### src/rtl/axi_rd_arbiter_if.sv
// Bundle of the CPU SRAM-like read ports, the AXI AR/R channels and the status lines
// that the read arbiter sits between.
interface axi_rd_arbiter_if;
    logic        inst_req;
    logic [1:0]  inst_size;
    logic [31:0] inst_addr;
    logic        inst_addr_ok;
    logic [31:0] inst_rdata;
    logic        inst_data_ok;

    logic        data_req;
    logic [1:0]  data_size;
    logic [31:0] data_addr;
    logic        data_addr_ok;
    logic [31:0] data_rdata;
    logic        data_data_ok;

    logic        wr_busy;

    logic [3:0]  arid;
    logic [31:0] araddr;
    logic [7:0]  arlen;
    logic [2:0]  arsize;
    logic [1:0]  arburst;
    logic [1:0]  arlock;
    logic [3:0]  arcache;
    logic [2:0]  arprot;
    logic        arvalid;
    logic        arready;

    logic [3:0]  rid;
    logic [31:0] rdata;
    logic [1:0]  rresp;
    logic        rlast;
    logic        rvalid;
    logic        rready;

    logic        rd_err;

    // Arbiter side: drives AR and the requester responses.
    modport master (
        input  inst_req, inst_size, inst_addr,
        output inst_addr_ok, inst_rdata, inst_data_ok,
        input  data_req, data_size, data_addr,
        output data_addr_ok, data_rdata, data_data_ok,
        input  wr_busy,
        output arid, araddr, arlen, arsize, arburst, arlock, arcache, arprot, arvalid,
        input  arready,
        input  rid, rdata, rresp, rlast, rvalid,
        output rready, rd_err
    );

    // Environment side: CPU requesters plus the AXI slave.
    modport slave (
        output inst_req, inst_size, inst_addr,
        input  inst_addr_ok, inst_rdata, inst_data_ok,
        output data_req, data_size, data_addr,
        input  data_addr_ok, data_rdata, data_data_ok,
        output wr_busy,
        input  arid, araddr, arlen, arsize, arburst, arlock, arcache, arprot, arvalid,
        output arready,
        output rid, rdata, rresp, rlast, rvalid,
        input  rready, rd_err
    );
endinterface

### src/rtl/axi_rd_arbiter.sv
// Arbitrates CPU instruction/data reads onto one AXI read channel: data priority with an
// instruction starvation guard, per-ID outstanding tracking and R-beat routing by rid.
module axi_rd_arbiter #(
    parameter int         MAX_OUT    = 2,
    parameter logic [3:0] INST_ID    = 4'd0,
    parameter logic [3:0] DATA_ID    = 4'd1,
    parameter int         STARVE_LIM = 4
) (
    input  logic              clk,
    input  logic              reset,
    axi_rd_arbiter_if.master  bus
);
    localparam logic [2:0] MAX_C = 3'(MAX_OUT);
    localparam logic [7:0] LIM_C = 8'(STARVE_LIM);

    typedef enum logic [1:0] {IDLE, AR_DATA, AR_INST} state_t;

    state_t      state_q, state_d;
    logic [31:0] araddr_q, araddr_d;
    logic [3:0]  arid_q, arid_d;
    logic [2:0]  arsize_q, arsize_d;
    logic [7:0]  starve_q, starve_d;
    logic        rd_err_q, rd_err_d;
    logic        rready_q;

    logic        ar_hs, beat;
    logic        data_go, inst_go, inst_pri;
    logic        in_idle, grant_data, grant_inst;
    logic [2:0]  icnt, dcnt;
    logic [1:0][2:0] cnt;
    logic [1:0]  rid_hit, zero_hit;
    logic        rid_unknown;

    assign ar_hs = (state_q != IDLE) & bus.arready;
    assign beat  = bus.rvalid & rready_q & ~reset;

    assign icnt = cnt[0];
    assign dcnt = cnt[1];

    // Grant is combinational in IDLE so addr_ok answers in the request cycle.
    assign data_go    = bus.data_req & ~bus.wr_busy & (dcnt < MAX_C);
    assign inst_go    = bus.inst_req & (icnt < MAX_C);
    assign inst_pri   = inst_go & (starve_q == LIM_C);
    assign in_idle    = (state_q == IDLE) & ~reset;
    assign grant_data = in_idle & data_go & ~inst_pri;
    assign grant_inst = in_idle & inst_go & (inst_pri | ~data_go);

    // Index 0 tracks the instruction ID, index 1 the data ID.
    for (genvar gi = 0; gi < 2; gi++) begin : g_cnt
        localparam logic [3:0] ID = (gi == 0) ? INST_ID : DATA_ID;
        logic [2:0] cnt_q, cnt_d;
        logic       ar_inc, r_dec;

        assign ar_inc       = ar_hs & (arid_q == ID);
        assign rid_hit[gi]  = beat & (bus.rid == ID);
        assign zero_hit[gi] = rid_hit[gi] & (cnt_q == 3'd0);
        // A last beat against an empty counter is an error, never an underflow.
        assign r_dec        = rid_hit[gi] & bus.rlast & (cnt_q != 3'd0);
        assign cnt[gi]      = cnt_q;

        always_comb begin
            cnt_d = cnt_q;
            case ({ar_inc, r_dec})
                2'b10:   cnt_d = cnt_q + 3'd1;
                2'b01:   cnt_d = cnt_q - 3'd1;
                default: cnt_d = cnt_q;
            endcase
        end

        always_ff @(posedge clk) begin
            if (reset) cnt_q <= 3'd0;
            else       cnt_q <= cnt_d;
        end
    end

    assign rid_unknown = beat & (bus.rid != INST_ID) & (bus.rid != DATA_ID);

    always_ff @(posedge clk) begin
        if (reset) begin
            state_q  <= IDLE;
            araddr_q <= 32'd0;
            arid_q   <= 4'd0;
            arsize_q <= 3'd0;
            starve_q <= 8'd0;
            rd_err_q <= 1'b0;
            rready_q <= 1'b0;
        end else begin
            state_q  <= state_d;
            araddr_q <= araddr_d;
            arid_q   <= arid_d;
            arsize_q <= arsize_d;
            starve_q <= starve_d;
            rd_err_q <= rd_err_d;
            rready_q <= 1'b1;
        end
    end

    always_comb begin
        state_d  = state_q;
        araddr_d = araddr_q;
        arid_d   = arid_q;
        arsize_d = arsize_q;
        starve_d = starve_q;
        case (state_q)
            IDLE: begin
                if (grant_data) begin
                    state_d  = AR_DATA;
                    araddr_d = bus.data_addr;
                    arsize_d = {1'b0, bus.data_size};
                    arid_d   = DATA_ID;
                end else if (grant_inst) begin
                    state_d  = AR_INST;
                    araddr_d = bus.inst_addr;
                    arsize_d = {1'b0, bus.inst_size};
                    arid_d   = INST_ID;
                end
                // Only consecutive data wins against a waiting fetch count toward starvation.
                if (grant_inst || !bus.inst_req)
                    starve_d = 8'd0;
                else if (grant_data && starve_q != LIM_C)
                    starve_d = starve_q + 8'd1;
            end
            AR_DATA, AR_INST: begin
                if (bus.arready) state_d = IDLE;
            end
            default: state_d = IDLE;
        endcase
        rd_err_d = rd_err_q
                 | (beat & (bus.rresp != 2'b00))
                 | rid_unknown
                 | (|zero_hit);
    end

    always_comb begin
        bus.arvalid      = (state_q != IDLE);
        bus.araddr       = araddr_q;
        bus.arid         = arid_q;
        bus.arsize       = arsize_q;
        bus.arlen        = 8'd0;
        bus.arburst      = 2'b01;
        bus.arlock       = 2'b00;
        bus.arcache      = 4'd0;
        bus.arprot       = 3'd0;
        bus.inst_addr_ok = grant_inst;
        bus.data_addr_ok = grant_data;
        bus.inst_data_ok = rid_hit[0];
        bus.data_data_ok = rid_hit[1];
        bus.inst_rdata   = bus.rdata;
        bus.data_rdata   = bus.rdata;
        bus.rready       = rready_q;
        bus.rd_err       = rd_err_q;
    end
endmodule

### src/flat_wrapper.sv
// flat-port wrapper written by rule: the top's interface ports become plain ports
module axi_rd_arbiter_flat 
#(
    parameter int         MAX_OUT    = 2,
    parameter logic [3:0] INST_ID    = 4'd0,
    parameter logic [3:0] DATA_ID    = 4'd1,
    parameter int         STARVE_LIM = 4
)
  (clk, reset, bus_inst_req, bus_inst_size, bus_inst_addr, bus_inst_addr_ok, bus_inst_rdata, bus_inst_data_ok, bus_data_req, bus_data_size, bus_data_addr, bus_data_addr_ok, bus_data_rdata, bus_data_data_ok, bus_wr_busy, bus_arid, bus_araddr, bus_arlen, bus_arsize, bus_arburst, bus_arlock, bus_arcache, bus_arprot, bus_arvalid, bus_arready, bus_rid, bus_rdata, bus_rresp, bus_rlast, bus_rvalid, bus_rready, bus_rd_err);
  axi_rd_arbiter_if bus_i ();
  input  logic clk;
  input  logic reset;
  input wire logic [$bits(bus_i.inst_req)-1:0] bus_inst_req;
  input wire logic [$bits(bus_i.inst_size)-1:0] bus_inst_size;
  input wire logic [$bits(bus_i.inst_addr)-1:0] bus_inst_addr;
  output wire logic [$bits(bus_i.inst_addr_ok)-1:0] bus_inst_addr_ok;
  output wire logic [$bits(bus_i.inst_rdata)-1:0] bus_inst_rdata;
  output wire logic [$bits(bus_i.inst_data_ok)-1:0] bus_inst_data_ok;
  input wire logic [$bits(bus_i.data_req)-1:0] bus_data_req;
  input wire logic [$bits(bus_i.data_size)-1:0] bus_data_size;
  input wire logic [$bits(bus_i.data_addr)-1:0] bus_data_addr;
  output wire logic [$bits(bus_i.data_addr_ok)-1:0] bus_data_addr_ok;
  output wire logic [$bits(bus_i.data_rdata)-1:0] bus_data_rdata;
  output wire logic [$bits(bus_i.data_data_ok)-1:0] bus_data_data_ok;
  input wire logic [$bits(bus_i.wr_busy)-1:0] bus_wr_busy;
  output wire logic [$bits(bus_i.arid)-1:0] bus_arid;
  output wire logic [$bits(bus_i.araddr)-1:0] bus_araddr;
  output wire logic [$bits(bus_i.arlen)-1:0] bus_arlen;
  output wire logic [$bits(bus_i.arsize)-1:0] bus_arsize;
  output wire logic [$bits(bus_i.arburst)-1:0] bus_arburst;
  output wire logic [$bits(bus_i.arlock)-1:0] bus_arlock;
  output wire logic [$bits(bus_i.arcache)-1:0] bus_arcache;
  output wire logic [$bits(bus_i.arprot)-1:0] bus_arprot;
  output wire logic [$bits(bus_i.arvalid)-1:0] bus_arvalid;
  input wire logic [$bits(bus_i.arready)-1:0] bus_arready;
  input wire logic [$bits(bus_i.rid)-1:0] bus_rid;
  input wire logic [$bits(bus_i.rdata)-1:0] bus_rdata;
  input wire logic [$bits(bus_i.rresp)-1:0] bus_rresp;
  input wire logic [$bits(bus_i.rlast)-1:0] bus_rlast;
  input wire logic [$bits(bus_i.rvalid)-1:0] bus_rvalid;
  output wire logic [$bits(bus_i.rready)-1:0] bus_rready;
  output wire logic [$bits(bus_i.rd_err)-1:0] bus_rd_err;
  assign bus_i.inst_req = bus_inst_req;
  assign bus_i.inst_size = bus_inst_size;
  assign bus_i.inst_addr = bus_inst_addr;
  assign bus_inst_addr_ok = bus_i.inst_addr_ok;
  assign bus_inst_rdata = bus_i.inst_rdata;
  assign bus_inst_data_ok = bus_i.inst_data_ok;
  assign bus_i.data_req = bus_data_req;
  assign bus_i.data_size = bus_data_size;
  assign bus_i.data_addr = bus_data_addr;
  assign bus_data_addr_ok = bus_i.data_addr_ok;
  assign bus_data_rdata = bus_i.data_rdata;
  assign bus_data_data_ok = bus_i.data_data_ok;
  assign bus_i.wr_busy = bus_wr_busy;
  assign bus_arid = bus_i.arid;
  assign bus_araddr = bus_i.araddr;
  assign bus_arlen = bus_i.arlen;
  assign bus_arsize = bus_i.arsize;
  assign bus_arburst = bus_i.arburst;
  assign bus_arlock = bus_i.arlock;
  assign bus_arcache = bus_i.arcache;
  assign bus_arprot = bus_i.arprot;
  assign bus_arvalid = bus_i.arvalid;
  assign bus_i.arready = bus_arready;
  assign bus_i.rid = bus_rid;
  assign bus_i.rdata = bus_rdata;
  assign bus_i.rresp = bus_rresp;
  assign bus_i.rlast = bus_rlast;
  assign bus_i.rvalid = bus_rvalid;
  assign bus_rready = bus_i.rready;
  assign bus_rd_err = bus_i.rd_err;
  axi_rd_arbiter #(.MAX_OUT(MAX_OUT), .INST_ID(INST_ID), .DATA_ID(DATA_ID), .STARVE_LIM(STARVE_LIM)) u_core (.clk(clk), .reset(reset), .bus(bus_i));
endmodule
### config.mk
export PLATFORM = sky130hd
export DESIGN_NAME = axi_rd_arbiter_flat
export DESIGN_NICKNAME = d
export VERILOG_FILES = /design/src/rtl/axi_rd_arbiter_if.sv /design/src/rtl/axi_rd_arbiter.sv /design/src/flat_wrapper.sv
export SDC_FILE = /design/constraint.sdc
export NUM_CORES = 1
export LEC_CHECK = 0
export CORE_MARGIN = 2
export CORE_UTILIZATION = 35
export CTS_BUF_LIST = sky130_fd_sc_hd__clkbuf_2
export CTS_CLUSTER_DIAMETER = 200
export DETAILED_ROUTE_END_ITERATION = 10
export GPL_TIMING_DRIVEN = 0
export PLACE_DENSITY = 0.82
export RECOVER_POWER = 50
export SYNTH_ARGS = -nofsm -noshare
export SYNTH_HDL_FRONTEND = slang
export SYNTH_SLANG_ARGS = --single-unit
### constraint.sdc
create_clock -name clk -period 2.35 [get_ports clk]
set_input_delay 0.235 -clock clk [delete_from_list [all_inputs] [get_ports clk]]
set_output_delay 0.235 -clock clk [all_outputs]
set_load 0.005 [all_outputs]
==> impl_metrics.env, run 1 <==
export IMPL_status="completed"
export IMPL_path_class="reg -> out"
export IMPL_finalSetupViolations=0
export IMPL_numPortBuffers=185
export IMPL_synthSimpleGateAreaFrac=0.135
export IMPL_clkTransAtPathRegs_ps=260
export IMPL_viasPerCell=4.96
export IMPL_period_minus_slack_ps=2270
export IMPL_ys_ff_latch=53
export IMPL_drc=0
export IMPL_synth_top_area_share=0.324
export IMPL_rsz0062_at_grt="no"
export IMPL_die_h_um=101
export IMPL_vdd_drop_max_mv=0.235
export IMPL_yosys_top_cells_area="dfxtp_1 32%, buf_4 21%, a32oi_1 8.8%"
export IMPL_final_util=0.601
export IMPL_critPathCaptureType="output port"
export IMPL_fin_crit_sh=0.965
export IMPL_synth_adder_area_share=0.0313
export IMPL_yosysMostFrequentCell="buf_4"
export IMPL_clk_latency_ps=450
export IMPL_synth_distinct_cells=53
export IMPL_numCtsBuffers=5
export IMPL_leakage_nw=2.23
export IMPL_cp_start_kind="flip-flop"
export IMPL_yosysSeqAreaShare=0.324
export IMPL_synth_cell_area_um2=3280
export IMPL_setup_ws_ps=81.3
export IMPL_yosysWarnings=0
export IMPL_place_area_um2=5350
export IMPL_io_pin_count=243
export IMPL_layout_drive_gt1_share=0.230
export IMPL_areaGrowthSynthToFinish_pct=67.6
export IMPL_post_dp_hpwl_um=8580
export IMPL_rows=35
export IMPL_ys_top_cells_by_count="92 x buf_4, 53 x dfxtp_1, 42 x a21oi_1"
export IMPL_grt_pass1_vias=3411
export IMPL_antenna_found_initial=0
export IMPL_cts_hold_buf=0
export IMPL_grtUsageTotal=0.202
export IMPL_vias=3544
export IMPL_avgSynthCellArea_um2=8.56
export IMPL_drtIter0Drc=140
export IMPL_postLayoutCellArea_um2=5500
export IMPL_synth_area_leader_cell="dfxtp_1"
export IMPL_wire_per_inst_um=15.2
export IMPL_multi_input_area_um2=1520
export IMPL_grt_overflow_total=0
export IMPL_clockBufferDepth=2
export IMPL_cts_sinks=53
export IMPL_clock_skew_ps=20.7
export IMPL_syn_inst=383
export IMPL_maxSlewViolCount=0
export IMPL_core_area_um2=9150
export IMPL_die_area_um2=10200
export IMPL_power_density_nw_per_um2=371
export IMPL_synth_edff_count=0
export IMPL_synth_compound_gate_area_share=0.239
export IMPL_synth_mux_area_frac=0.00343
export IMPL_grt_first_pass_wirelength_um=16600
export IMPL_max_cap_violations=0
export IMPL_clockRootBuffer="clkbuf_2"
export IMPL_max_freq_ghz=0.441
export IMPL_hold_start="bus_inst_req"
export IMPL_min_path_type="in -> reg"
export IMPL_htree_num_levels=2
export IMPL_cp_required_ps=2120
export IMPL_critPathLaunch="u_core.starve_q[1]"
export IMPL_worstPathMaxFanout=4
export IMPL_fill_cells=798
export IMPL_worst_pin_slew_ps=538
export IMPL_synth_xor_area_frac=0.0107
export IMPL_num_antenna_cells=0
export IMPL_r2r_start="u_core.bus.rready"
export IMPL_max_slew_margin=0.642
export IMPL_synthArstFlopShare=0
export IMPL_seqCellArea_um2=1070
export IMPL_hold_viol=0
export IMPL_cts_tree="yes"
export IMPL_finalNetCount=725
export IMPL_drt_total_wl_um=10900
export IMPL_first_pass_iters=5
export IMPL_place_congestion=0.877
export IMPL_ant_nets=0
export IMPL_synth_top_family_by_area="buffers and inverters"
export IMPL_initial_core_util=0.358
export IMPL_ys_flop_type="dfxtp_1"
export IMPL_fp_dieW_um=101
export IMPL_crit_arrival_ps=2030
export IMPL_grt_max_degree=15
export IMPL_pre_cts_ws_ps=-410
## final cells by class
cell class / count / share of cell area
Inverter: 14 / 0.00956
Sequential cell: 53 / 0.195
Tap cell: 111 / 0.0253
Clock inverter: 1 / 0.000683
Clock buffer: 6 / 0.00546
Multi-Input combinational cell: 228 / 0.276
Timing Repair Buffer: 194 / 0.347
Buffer: 108 / 0.141
## cells by family after synthesis
| kind of cell | Yosys count |
|---|---|
| other cells | 2 |
| fa+ha+maj | 7 |
| buf+inv | 123 |
| simple gates | 85 |
| compound gates | 108 |
| mux | 1 |
| flops | 53 |
| xor+xnor | 4 |
## worst max-delay path, cell delays in order (launching register included)
cell and delay (ps):
dfxtp_2 410, inv_1 70, ha_2 200, nor4b_4 140, buf_4 160, a311oi_4 360, buf_6 170, clkbuf_2 100
## cells in the final DEF (no fill, tap or decap), types with 5 or more instances in the layout
cell	synthesis	layout
conb_1	2	23
dlygate4sd3_1	0	76
nor2_1	11	11
a32oi_1	33	33
buf_2	5	5
clkdlybuf4s50_1	0	107
nand2_1	40	40
nand3_1	8	8
dfxtp_1	53	49
a21oi_1	42	41
a31oi_1	5	5
inv_1	14	13
clkbuf_2	0	7
buf_4	92	99
clkbuf_1	8	9
## flip-flops by register name, summed over array words and instances (netlist names)
signal / cells
u_core.bus.rready: 1
u_core.state_q: 2
u_core.dcnt: 3
u_core.bus.arid: 1
u_core.starve_q: 8
u_core.bus.arsize: 2
u_core.g_cnt.cnt_q: 3
u_core.bus.araddr: 32
u_core.bus.rd_err: 1
## final timing paths
check	to	slack, ps	cells past startpoint
worst max-delay path	bus_data_addr_ok	80	7
worst min-delay path	u_core.starve_q[0]	110	3
worst max register to register	u_core.g_cnt[0].cnt_q[2]	150	9
worst min register to register	u_core.bus.rd_err	500	2
## where the power goes
group,leakage [nW],switching (mW),internal [mW]
Combinational,1.77,0.262,0.442
Clock,0.0265,0.291,0.0691
Sequential,0.435,0.0260,0.947
Total,2.23,0.578,1.46
## repair_timing
action	CTS	global route
setup endpoints to repair	2	16
pin swaps	2	3
setup buffers	8	2
gates resized for setup	17	5
endpoints found under the hold margin	0	0
## per-layer routing
layer  vias to the layer above  track usage  wire (um)
met5                         -            0          0
met4                         0       0.0432         96
met3                        13       0.0423        810
met2                       163        0.383       5770
met1                      1657        0.232       4180
li1                       1711            -          -
## stage by stage
| step | setup TNS, ps | hold WS (ps) | power [mW] | std cells |
|---|---|---|---|---|
| after floorplan | 0 | 371 | 1.31 | 404 |
| after global placement | -1200 | 454 | 1.70 | 700 |
| after detailed placement | -1430 | 462 | 1.71 | 700 |
| after CTS | 0 | 86.3 | 2.08 | 714 |
| after global routing | 0 | 73.4 | 2.14 | 715 |
| final | 0 | 114 | 2.04 | 715 |
Power figures use the tool's default switching activity.
==> inputs of run 2 (changes only) <==
- REMOVE_ABC_BUFFERS: not set -> 1
==> run 2 against run 1 <==
  * Sequential cell count stayed put
  * Utilization is 13 points lower
  * Clock power is 32% higher
  * Critical endpoint is now u_core.g_cnt[0].cnt_q[2]
  * Highest routed layer is now met5
==> impl_metrics.env, run 2 (synthesized netlist as in run 1, its figures left out) <==
export IMPL_status="completed"
export IMPL_drc=0
export IMPL_cts_tree="yes"
export IMPL_post_dp_hpwl_um=8170
export IMPL_core_area_um2=9150
export IMPL_die_area_um2=10200
export IMPL_wire_per_inst_um=20.6
export IMPL_cp_start_kind="input port"
export IMPL_clk_latency_ps=430
export IMPL_areaGrowthSynthToFinish_pct=31.4
export IMPL_num_antenna_cells=0
export IMPL_drtIter0Drc=181
export IMPL_vias=3109
export IMPL_final_util=0.471
export IMPL_final_common_cell="clkdlybuf4s50_1"
export IMPL_crit_arrival_ps=2640
export IMPL_first_pass_iters=5
export IMPL_initial_core_util=0.358
export IMPL_clockBufferDepth=2
export IMPL_antenna_found_initial=0
export IMPL_largest_register_ffs=32
export IMPL_critPathCaptureType="flip-flop"
export IMPL_power_density_nw_per_um2=456
export IMPL_place_area_um2=4030
export IMPL_maxSlewViolCount=0
export IMPL_report_power_total_mw=1.96
export IMPL_path_cells="clkdlybuf4s50_1 -> nor3_2 -> and4_1 -> nor2b_2 -> and3_1 -> ha_1 -> inv_1 -> fa_1 -> xor2_1 -> or3_1 -> a21oi_1"
export IMPL_io_pin_count=243
export IMPL_rows=35
export IMPL_fp_dieW_um=101
export IMPL_rsz0062_at_grt="no"
export IMPL_min_path_type="in -> reg"
export IMPL_r2r_end="u_core.g_cnt[0].cnt_q[2]"
export IMPL_setup_tns_ps=0
export IMPL_finalNetCount=561
export IMPL_drt_total_wl_um=11400
export IMPL_viasPerCell=5.63
export IMPL_final_cell_mix="108 x clkdlybuf4s50_1, 50 x dfxtp_1, 40 x nand2_1, 40 x a21oi_1, 33 x a32oi_1"
export IMPL_postLayoutCellArea_um2=4310
export IMPL_worst_pin_slew_ps=917
export IMPL_vdd_drop_max_mv=0.240
export IMPL_worstPathMaxFanout=2
export IMPL_clock_skew_ps=32.8
export IMPL_layout_drive_gt1_share=0.125
export IMPL_cts_sinks=53
export IMPL_max_slew_margin=0.386
export IMPL_grt_pass1_vias=2957
export IMPL_cp_required_ps=2710
export IMPL_htree_num_levels=2
export IMPL_period_minus_slack_ps=2290
export IMPL_hold_depth=2
export IMPL_rrSetupSlack_ps=130
export IMPL_path_class="in -> reg"
export IMPL_hold_viol=0
export IMPL_max_cap_violations=0
export IMPL_cp_num_buf_inv=2
export IMPL_clockRootBuffer="clkbuf_2"
export IMPL_numCtsBuffers=5
export IMPL_leakage_nw=1.56
export IMPL_grtUsageTotal=0.219
export IMPL_max_freq_ghz=0.438
export IMPL_grt_overflow_total=0
export IMPL_place_congestion=0.827
export IMPL_ant_nets=0
export IMPL_critPathSlowestCell="clkdlybuf4s50_1"
export IMPL_whs_endpoint="u_core.dcnt[2]"
export IMPL_numPortBuffers=123
export IMPL_die_h_um=101
export IMPL_grt_first_pass_wirelength_um=17000
export IMPL_r2r_start="u_core.bus.rready"
export IMPL_grt_max_degree=40
export IMPL_max_stage_delay_ps=410
export IMPL_finalSetupViolations=0
export IMPL_hold_ws_ps=150
export IMPL_cp_top_family="simple AND/OR/NAND/NOR gates"
export IMPL_hold_start="reset"
export IMPL_clkTransAtPathRegs_ps=290
export IMPL_fin_crit_sh=0.972
export IMPL_rr_worst_depth=9
-- run 2: changes by cell type in the layout (fill, tap and decap cells not counted), sizes merged, moves of 2 or more --
cell | previous run | this run
buf | 108 | 14
clkinvlp | 0 | 2
dlygate4sd3 | 76 | 12
clkbuf | 16 | 7
-- run 2: worst max path at each step --
stage / startpoint / endpoint / slack (ps) / depth (start not counted)
6_report: bus_rid[2] / u_core.g_cnt[0].cnt_q[2] / 60 / 11
4_1_cts: u_core.dcnt[2] / bus_data_addr_ok / 9 / 4
5_1_grt: bus_rid[2] / u_core.g_cnt[0].cnt_q[2] / 5 / 11
2_1_floorplan: u_core.dcnt[1] / u_core.bus.araddr[15] / -350 / 4
3_5_place_dp: bus_wr_busy / bus_data_addr_ok / -690 / 5
3_3_place_gp: reset / bus_data_addr_ok / -3120 / 4
-- run 2: routing by layer --
| metal | global-route usage | vias up | wire length (um) |
|---|---|---|---|
| li1 | - | 1374 | - |
| met1 | 0.278 | 1450 | 4540 |
| met2 | 0.294 | 261 | 4730 |
| met3 | 0.155 | 22 | 1870 |
| met4 | 0.0421 | 2 | 198 |
| met5 | 0.108 | - | 59 |
-- run 2: layout make-up --
cell class	instances	area, um^2
clock buffers	5	25.0
clock inverters	3	41.3
fillers	852	4840
inverters	14	56.3
multi-input cells	228	1570
flip-flops and latches	53	1070
well taps	111	139
repair buffers	138	1400
-- run 2: worst reg2reg max path, delay by kind of cell (launching register included) --
kind                       cells  cell delay (ps)
AOI/OAI and AO/OA              1              140
xor gates and xnor gates       1              160
adders and majority gates      2              550
buffers and inverters          1               60
DFF                            1              410
and+or+nand+nor                4              860
-- run 2: through the flow --
stage / instances / worst slack [ps]
2_1_floorplan: 295 / -348
3_3_place_gp: 529 / -3120
3_5_place_dp: 532 / -691
4_1_cts: 550 / 9.43
5_1_grt: 552 / 4.95
6_report: 552 / 65.0
-- run 2: where the power goes --
part	leakage [nW]	switching (mW)	internal [mW]
Combinational	1.09	0.221	0.293
Clock	0.0366	0.300	0.176
Sequential	0.434	0.0266	0.948
-- run 2: repair_timing --
item,4_1_cts,5_1_grt
hold buffers,0,0
pin swaps,5,3
setup endpoints to repair,7,6
buffers inserted,9,2
gates cloned,1,0
resized for setup,25,8
==> inputs of run 3 (changes only) <==
- ABC_AREA: not set -> 1
- CORE_UTILIZATION: 35 -> 36
- CTS_BUF_LIST: sky130_fd_sc_hd__clkbuf_2 -> sky130_fd_sc_hd__clkbuf_4
- PLACE_DENSITY: 0.82 -> 0.83
==> run 3 against run 2 <==
  * Critical path depth stayed put
  * Sequential power is 2.5% higher
  * Critical endpoint unchanged
  * Critical path type unchanged
  * Global-route usage is 0.74 points higher
  * Register-to-register slack better by 130 ps
  * Utilization is 0.40 points lower
  * Highest routed layer unchanged
  * Via count is 7.9% higher
  * Area after synthesis is 3.1% higher
  * Clock skew is 2.1 ps lower
  * Setup slack better by 180 ps
==> impl_metrics.env, run 3 <==
export IMPL_final_common_cell="clkdlybuf4s50_1"
export IMPL_final_cells=638
export IMPL_ys_flop_type="dfxtp_1"
export IMPL_die_h_um=101
export IMPL_synth_area_leader_cell="dfxtp_1"
export IMPL_crit_arrival_ps=2410
export IMPL_p_sw_frac=0.310
export IMPL_yosysWarnings=0
export IMPL_synth_distinct_cells=33
export IMPL_drt_total_wl_um=11900
export IMPL_period_minus_slack_ps=2110
export IMPL_vdd_drop_max_mv=0.263
export IMPL_final_util=0.467
export IMPL_fill_cells=886
export IMPL_yosys_top_cells_area="dfxtp_1 31%, buf_4 20%, nand2_1 11%"
export IMPL_areaGrowthSynthToFinish_pct=26.4
export IMPL_path_class="in -> reg"
export IMPL_leakage_nw=1.68
export IMPL_synthArstFlopShare=0
export IMPL_p_switching_uw=624
export IMPL_min_path_type="in -> reg"
export IMPL_comb_power_share=0.288
export IMPL_power_frac_clock=0.216
export IMPL_num_antenna_cells=0
export IMPL_cp_required_ps=2650
export IMPL_rsz0062_at_grt="no"
export IMPL_fp_dieW_um=101
export IMPL_multi_input_area_um2=1510
export IMPL_grt_max_degree=40
export IMPL_place_congestion=0.804
export IMPL_wire_per_inst_um=18.6
export IMPL_post_dp_hpwl_um=8000
export IMPL_synth_edff_count=0
export IMPL_grt_pass1_vias=3304
export IMPL_syn_inst=471
export IMPL_setup_tns_ps=0
export IMPL_maxSlewViolCount=0
export IMPL_viasPerCell=5.26
export IMPL_antenna_found_initial=0
export IMPL_ys_ff_latch=53
export IMPL_status="completed"
export IMPL_ant_nets=0
export IMPL_hold_ws_ps=274
export IMPL_cp_start_kind="input port"
export IMPL_numCtsBuffers=5
export IMPL_drtIter0Drc=166
export IMPL_cts_tree="yes"
export IMPL_avgSynthCellArea_um2=7.18
export IMPL_ys_top_cells_by_count="98 x nand2_1, 92 x buf_4, 61 x nand3_1"
export IMPL_numPortBuffers=123
export IMPL_hold_viol=0
export IMPL_layout_drive_gt1_share=0.0930
export IMPL_power_density_nw_per_um2=471
export IMPL_max_cap_violations=0
export IMPL_fin_crit_sh=0.898
export IMPL_grtUsageTotal=0.227
export IMPL_critPathCaptureType="flip-flop"
export IMPL_final_cell_mix="106 x clkdlybuf4s50_1, 96 x nand2_1, 60 x nand3_1, 51 x dfxtp_1, 35 x a31oi_1"
export IMPL_clkTransAtPathRegs_ps=180
export IMPL_rows=35
export IMPL_yosysMostFrequentCell="nand2_1"
export IMPL_max_freq_ghz=0.474
export IMPL_synth_top_area_share=0.314
export IMPL_cts_sinks=53
export IMPL_yosysSeqAreaShare=0.314
export IMPL_p_seq_frac=0.496
export IMPL_dp_cells=617
export IMPL_die_area_um2=10200
export IMPL_vias=3355
export IMPL_core_area_um2=9150
export IMPL_finalSetupViolations=0
export IMPL_clockRootBuffer="clkbuf_4"
export IMPL_grt_first_pass_wirelength_um=17400
export IMPL_htree_num_levels=2
export IMPL_worstPathMaxFanout=39
export IMPL_finalNetCount=647
export IMPL_synth_cell_area_um2=3380
export IMPL_clock_skew_ps=30.7
export IMPL_grt_overflow_total=0
export IMPL_seqCellArea_um2=1060
export IMPL_cts_hold_buf=0
export IMPL_first_pass_iters=5
export IMPL_initial_core_util=0.369
export IMPL_clockBufferDepth=2
export IMPL_io_pin_count=243
export IMPL_largest_register_ffs=32
export IMPL_internal_power_mw=1.39
export IMPL_clk_latency_ps=380
export IMPL_drc=0
-- run 3: critical path: stages --
cell and delay (ps):
buf_4 250, inv_4 260, nand3_2 170, nor4_1 360, ha_1 200, inv_1 70, fa_1 390, a21oi_1 140
o21ai_0 100, o21ai_0 160, a21oi_1 60
-- run 3: power groups by stage --
stage / combinational (mW) / sequential, mW / clock (mW)
CTS: 0.574 / 0.998 / 0.449
global route: 0.636 / 1.01 / 0.482
finish: 0.579 / 0.999 / 0.436
global placement: 0.511 / 1.01 / 0
detailed placement: 0.527 / 1.02 / 0
floorplan: 0.217 / 1.02 / 0
-- run 3: timing repair --
action	CTS	global route
endpoints found under the setup margin	56	4
gates cloned	3	0
resized for setup	22	8
pin swaps	5	3
buffers inserted	7	3
-- run 3: path summary, 6_finish.rpt --
kind	depth (start not counted)	from	slack [ps]	endpoint
worst max-delay path	11	reset	240	u_core.g_cnt[0].cnt_q[2]
worst min-delay path	2	reset	270	u_core.g_cnt[0].cnt_q[1]
worst max register to register	9	u_core.dcnt[0]	260	u_core.dcnt[2]
worst min register to register	1	u_core.dcnt[0]	480	u_core.dcnt[0]
-- run 3: through the flow --
step | instance area, um^2 | total power, mW | worst slack (ps)
2_1_floorplan | 2670 | 1.23 | -26.8
5_1_grt | 4270 | 2.12 | 25.1
4_1_cts | 4230 | 2.02 | -5.82
6_report | 4270 | 2.01 | 241
3_3_place_gp | 4040 | 1.52 | -2510
3_5_place_dp | 4040 | 1.54 | -2650
-- run 3: logic make-up after synthesis --
group                    count (synthesis)  share of synthesized area
AND/OR/NAND/NOR                        201                      0.270
buffers and inverters                  150                      0.281
AO/OA/AOI/OAI                           57                      0.100
flip-flops                              53                      0.314
adder cells (fa/ha/maj)                  7                     0.0304
other                                    2                    0.00222
XOR/XNOR                                 1                    0.00259
-- run 3: final cells by class --
cell class	instances	share of cell area
Timing Repair Buffer	133	0.306
Timing Repair inverter	1	0.00205
Inverter	41	0.0428
Multi-Input combinational cell	291	0.354
Clock inverter	2	0.00351
Tap cell	111	0.0325
Sequential cell	53	0.249
Clock buffer	6	0.0105
-- run 3: layer usage --
layer / wire, um / GRT usage / vias up
met4: 237 / 0.0717 / 2
li1: - / - / 1541
met2: 5050 / 0.334 / 249
met3: 1930 / 0.161 / 25
met5: 40 / 0.108 / -
met1: 4610 / 0.251 / 1538
